`config.mk`:
```
export PLATFORM = sky130hd
export DESIGN_NAME = cordic_phase_sequencer
export DESIGN_NICKNAME = d
export VERILOG_FILES = /design/src/rtl/cordic_phase_sequencer.sv
export SDC_FILE = /design/constraint.sdc
export NUM_CORES = 1
export LEC_CHECK = 0
export CAP_MARGIN = 20
export CORE_MARGIN = 5
export CORE_UTILIZATION = 25
export DETAILED_ROUTE_END_ITERATION = 8
export MAX_ROUTING_LAYER = met4
export PLACE_DENSITY = 0.5
export SYNTH_ARGS = -nofsm -noshare
export SYNTH_HDL_FRONTEND = slang
export SYNTH_SLANG_ARGS = --single-unit
```
`constraint.sdc`:
```
create_clock -name clock -period 4.8 [get_ports clock]
set_input_delay 0.96 -clock clock [delete_from_list [all_inputs] [get_ports clock]]
set_output_delay 0.96 -clock clock [all_outputs]
set_load 0.03 [all_outputs]
```
`src/rtl/cordic_phase_sequencer.sv`:
```
// Phase-accumulating sequencer for an iterative CORDIC: issues one angle per sample, waits for done, wraps phase into [-PI, PI).
// Result is held in HOLD until out_ready; no new CORDIC start is issued while the output is stalled.
module cordic_phase_sequencer #(
  parameter int WIDTH       = 16,
  parameter int ANGLE_WIDTH = 32,
  parameter int TIMEOUT     = 31
) (
  input  logic                          clock,
  input  logic                          reset_n,
  input  logic                          enable,
  input  logic                          load,
  input  logic signed [ANGLE_WIDTH-1:0] phase_init,
  input  logic signed [ANGLE_WIDTH-1:0] phase_step,
  output logic                          cordic_start,
  output logic signed [ANGLE_WIDTH-1:0] cordic_angle,
  output logic signed [WIDTH-1:0]       cordic_x_start,
  output logic signed [WIDTH-1:0]       cordic_y_start,
  input  logic                          cordic_done,
  input  logic signed [WIDTH-1:0]       cordic_cos,
  input  logic signed [WIDTH-1:0]       cordic_sin,
  output logic                          out_valid,
  input  logic                          out_ready,
  output logic signed [WIDTH-1:0]       out_cos,
  output logic signed [WIDTH-1:0]       out_sin,
  output logic signed [ANGLE_WIDTH-1:0] out_angle,
  output logic                          busy,
  output logic                          timeout_err,
  output logic [15:0]                   sample_count
);

  localparam int CNT_W = $clog2(TIMEOUT + 1);

  localparam logic signed [ANGLE_WIDTH:0] PI_EXT     = (ANGLE_WIDTH+1)'(33'sh0_6487ED51);
  localparam logic signed [ANGLE_WIDTH:0] TWO_PI_EXT = (ANGLE_WIDTH+1)'(33'sh0_C90FDAA2);

  typedef enum logic [1:0] {
    IDLE  = 2'd0,
    ISSUE = 2'd1,
    WAIT  = 2'd2,
    HOLD  = 2'd3
  } state_t;

  state_t state, state_nxt;

  logic signed [ANGLE_WIDTH-1:0] phase_q;
  logic signed [ANGLE_WIDTH-1:0] phase_next;
  logic signed [ANGLE_WIDTH:0]   sum_ext;
  logic signed [ANGLE_WIDTH:0]   wrap_ext;
  logic [CNT_W-1:0]              wait_cnt;
  logic                          timeout_hit;
  logic                          accept;

  // Gain-compensated start vector; independent of state and reset.
  assign cordic_x_start = WIDTH'(16'sh26DD);
  assign cordic_y_start = '0;

  assign timeout_hit = (state == WAIT) && !cordic_done && (wait_cnt == CNT_W'(TIMEOUT - 1));
  assign accept      = (state == HOLD) && out_ready;

  // Sign-extended add, then a single correction brings the sum back into [-PI, PI).
  always_comb begin
    sum_ext  = {phase_q[ANGLE_WIDTH-1], phase_q} + {phase_step[ANGLE_WIDTH-1], phase_step};
    wrap_ext = sum_ext;
    if (sum_ext >= PI_EXT) begin
      wrap_ext = sum_ext - TWO_PI_EXT;
    end else if (sum_ext < -PI_EXT) begin
      wrap_ext = sum_ext + TWO_PI_EXT;
    end
  end

  assign phase_next = ANGLE_WIDTH'(wrap_ext);

  always_ff @(posedge clock or negedge reset_n) begin
    if (!reset_n) begin
      state <= IDLE;
    end else begin
      state <= state_nxt;
    end
  end

  always_comb begin
    state_nxt = state;
    case (state)
      IDLE: begin
        if (!load && enable) begin
          state_nxt = ISSUE;
        end
      end
      ISSUE: begin
        state_nxt = WAIT;
      end
      WAIT: begin
        if (cordic_done) begin
          state_nxt = HOLD;
        end else if (timeout_hit) begin
          state_nxt = IDLE;
        end
      end
      HOLD: begin
        if (out_ready) begin
          state_nxt = enable ? ISSUE : IDLE;
        end
      end
      default: begin
        state_nxt = IDLE;
      end
    endcase
  end

  always_comb begin
    cordic_start = (state == ISSUE);
    busy         = (state != IDLE);
    out_valid    = (state == HOLD);
  end

  always_ff @(posedge clock or negedge reset_n) begin
    if (!reset_n) begin
      phase_q      <= '0;
      cordic_angle <= '0;
      wait_cnt     <= '0;
      out_cos      <= '0;
      out_sin      <= '0;
      out_angle    <= '0;
      timeout_err  <= 1'b0;
      sample_count <= '0;
    end else begin
      if (state == IDLE && load) begin
        phase_q     <= phase_init;
        timeout_err <= 1'b0;
      end

      // Angle is latched on entry to ISSUE and held through WAIT.
      if (state_nxt == ISSUE) begin
        cordic_angle <= phase_q;
      end

      if (state == ISSUE) begin
        wait_cnt <= '0;
      end else if (state == WAIT) begin
        wait_cnt <= wait_cnt + 1'b1;
      end

      if (state == WAIT && cordic_done) begin
        out_cos   <= cordic_cos;
        out_sin   <= cordic_sin;
        out_angle <= cordic_angle;
        phase_q   <= phase_next;
      end

      if (timeout_hit) begin
        timeout_err <= 1'b1;
      end

      if (accept) begin
        sample_count <= sample_count + 16'd1;
      end
    end
  end

endmodule

```
==> results.md, run 1 <==
- Cts hold-fix bufs: 0
- Placed cells: 2085
- Most frequent CP cell: a21o_1
- Cell count after synthesis: about 1200
- Clk_skew: 13.3 ps
- DR vias: roughly 10000
- Reg clk slew, reported paths: 70 ps
- Maximum net fanout on the critical path: 8
- Final setup margin: 184 ps
- Critical path arrival: around 5000 ps
- Syn avg cell area: approximately 8.7 um2
- Seq/Total Area, Yosys: 0.363
- First-pass GRT wire length: roughly 57 mm
- Layout cell share with drive strength beyond 1: 0.195
- RSZ-0062 raised after global routing: false
- Post-synth EDFFs: 0
- Max-slew violation count: 0
- Critical path's slowest cell: or4_1
- DRC: 0
- Status: completed
- Area of the multi-input gates: 0.00628 mm2
- Most used DFF post-synth: dfrtp_1
- Multiplexer area fraction after synthesis: 0.0524
- Initial Util: 0.251
- Die Ht: roughly 210 um
- DRT iter0 DRCs: between 500 and 600
- # setup viols final: 0
- Post-synth cell types: 92
- Synthesis-to-finish area growth: 43.6%
- Static Leak: between 6 and 7 nW
- Rows: between 70 and 80
- IO buf count: between 200 and 250
- Final WL: 36.2 mm
- #FFs+latches synth: roughly 150
- Routed WL per cell: between 15 and 20 um
- Core area: around 0.042 mm2
- Synth Area in Compound Gates: 0.204
- Vias per inst: 4.77
- Pwr Density: 947 mW/mm2
- I/O pins: between 200 and 300
- Most common cell after layout, fill and taps aside: nand2_1
- Actual slew at the worst max-slew pin: 1070 ps
- Min Tclk post-route: 4620 ps
- Root buf cell: clkbuf_16
- Register-to-register setup slack: ~700 ps
- Die area: around 0.046 mm2
- Min-delay worst type: reg -> reg
- Storage element area: about 0.0038 mm2
- Crit path capture type: flop
- Crit-path max cell delay: about 510 ps
- MaxCap Viol Count: 0
- Non-filler cells, final: about 2100
- Post-Syn Area: between 0.01 and 0.015 mm2
- Die Wd: ~210 um
- CTS H-tree depth: 4
- Commonest non-fill, non-tap cells in the layout: nand2_1, clkdlybuf4s50_1, buf_4
- Worst slew margin: 0.286
- CP Cell Sequence: clkdlybuf4s50_1 > ha_2 > fa_2 > a21o_1 > a221oi_4 > o22ai_4 > buf_4 > o21ai_4 > nand4_1 > nor4_4 > a2111oi_4 > o22a_2 > or4_1 > a21o_1 > a31o_1
- Filler instances: between 4000 and 5000
- Vias in the first global route: roughly 10000
- Adder and majority gate portion of the synthesized area: 0.0532
- Clock sink count: about 150
- Antenna violations before repair: 4
- Largest family of logic cells by synthesized area: simple AND/OR/NAND/NOR gates
- Peak supply drop: between 300 and 400 uV
- Antenna-violating nets left: 0
- Maximum achievable frequency: around 220 MHz
- Global placer's final weighted congestion: ~0.86
- CTS tree: yes
- Dpl hpwl: about 29 mm
- Critical Setup Path Class: in -> reg
- Final TNS setup: 0 ps
- Pre-CTS WS: -361 ps
- GRT Util Overall: 0.158
- Gr ovfl total: 0
- Syn. warnings: 0
- Drt first pass iters: 5
- Largest net degree at the start of global routing: just over 90
- Part of the cycle the worst path needs: 0.962
- Final Hold Fails: 0
- Worst path required time: roughly 5100 ps
- Nets: 1713
- Total CTS buffers: 17
- CP Launch Type: input pin
- Async set-or-reset flop fraction in the synthesized netlist: 1.00
- Worst-skew pair later-pin latency: approximately 440 ps
- Bufs on Longest Clock Path: 2
- Synth Area in Simple Gates: 0.224
- Synth Area in XOR/XNOR: 0.0456
per-layer routing:
layer  routed length (um)  global-route usage  part of all wire
met4                  856              0.0509             0.024
met3                 1700              0.0322             0.047
met1                17500               0.214              0.48
met2                16100               0.236              0.45
met5                    0                   -                 0
area by class of cell:
cell class	instances	area share
Antenna cell	4	0.000665
Clock buffer	20	0.0303
Clock inverter	12	0.00997
Inverter	18	0.00449
Multi-Input combinational cell	971	0.417
Sequential cell	152	0.253
Tap cell	539	0.0448
Timing Repair Buffer	407	0.240
power by group:
part,switching [mW],total (mW),internal (mW)
Combinational,5.65,10.5,4.80
Clock,0.544,1.39,0.842
Sequential,0.557,2.42,1.86
sequential cells by signal (all words and copies together), names as in the netlist:
name,count
cordic_angle,32
out_angle,32
out_cos,16
out_sin,16
phase_q,32
sample_count,16
state,2
timeout_err,1
wait_cnt,5
Yosys cell counts (all sizes together) (24+ instances only):
cell | n | share of area
nand2 | 264 | 0.094
dfrtp | 152 | 0.36
buf | 63 | 0.038
a21oi | 62 | 0.030
o21ai | 52 | 0.025
nor2 | 51 | 0.018
nand3 | 49 | 0.023
ha | 43 | 0.051
mux2 | 39 | 0.042
xnor2 | 37 | 0.033
clkbuf | 34 | 0.012
a211oi | 33 | 0.025
and3 | 33 | 0.020
nand4 | 26 | 0.017
nor3 | 24 | 0.011
path summary, 6_finish.rpt:
kind                               start                to  cells past startpoint
setup / recovery           phase_step[0]       phase_q[23]                     15
hold / removal             out_angle[14]     out_angle[14]                      2
setup reg to reg              phase_q[0]       phase_q[23]                     14
hold reg to reg            out_angle[14]     out_angle[14]                      2
max in group asynchronous        reset_n  cordic_angle[10]                      2
min in group asynchronous        reset_n      out_angle[2]                      1
stage by stage:
stage / utilization / hold WS (ps) / total power [mW] / cell area, um2
finish: 0.361 / 473 / 14.3 / 15100
global route: 0.361 / 488 / 15.4 / 15100
CTS: 0.358 / 479 / 14.2 / 15000
detailed placement: 0.344 / 463 / 12.7 / 14400
global placement: 0.344 / 457 / 12.7 / 14400
floorplan: - / 446 / 8.35 / 10600
worst max-delay path: cells and delay by family:
kind	cells	cell delay, ps
buffers and inverters	2	590
AND/OR/NAND/NOR	3	1080
AO/OA/AOI/OAI	8	1750
adder cells (fa/ha/maj)	2	570
kinds of logic (layout without fill, tap and decap cells):
kind of cell | Yosys count | in the layout
simple gates | 503 | 503
compound gates | 290 | 290
other cells | 2 | 36
fa+ha+maj | 44 | 44
mux | 50 | 50
flops | 152 | 152
xor+xnor | 52 | 52
buf+inv | 115 | 457
timing repair:
item | in CTS | in global routing
setup endpoints to repair | 0 | 25
gates resized for setup | 0 | 17
setup buffers | 0 | 3
No activity file was read; power rests on OpenSTA's default activity.
==> inputs of run 2 (changes only) <==
CTS_CLUSTER_SIZE = 16   (was default)
GPL_TIMING_DRIVEN = 1   (was default)
==> results of run 2 <==
No change in the layout: final DEF, timing and power equal those of run 1.
==> inputs of run 3 (changes only) <==
ABC_CLOCK_PERIOD_IN_PS = 4800   (was default)
==> results of run 3 <==
No change in the layout: final DEF, timing and power equal those of run 1.
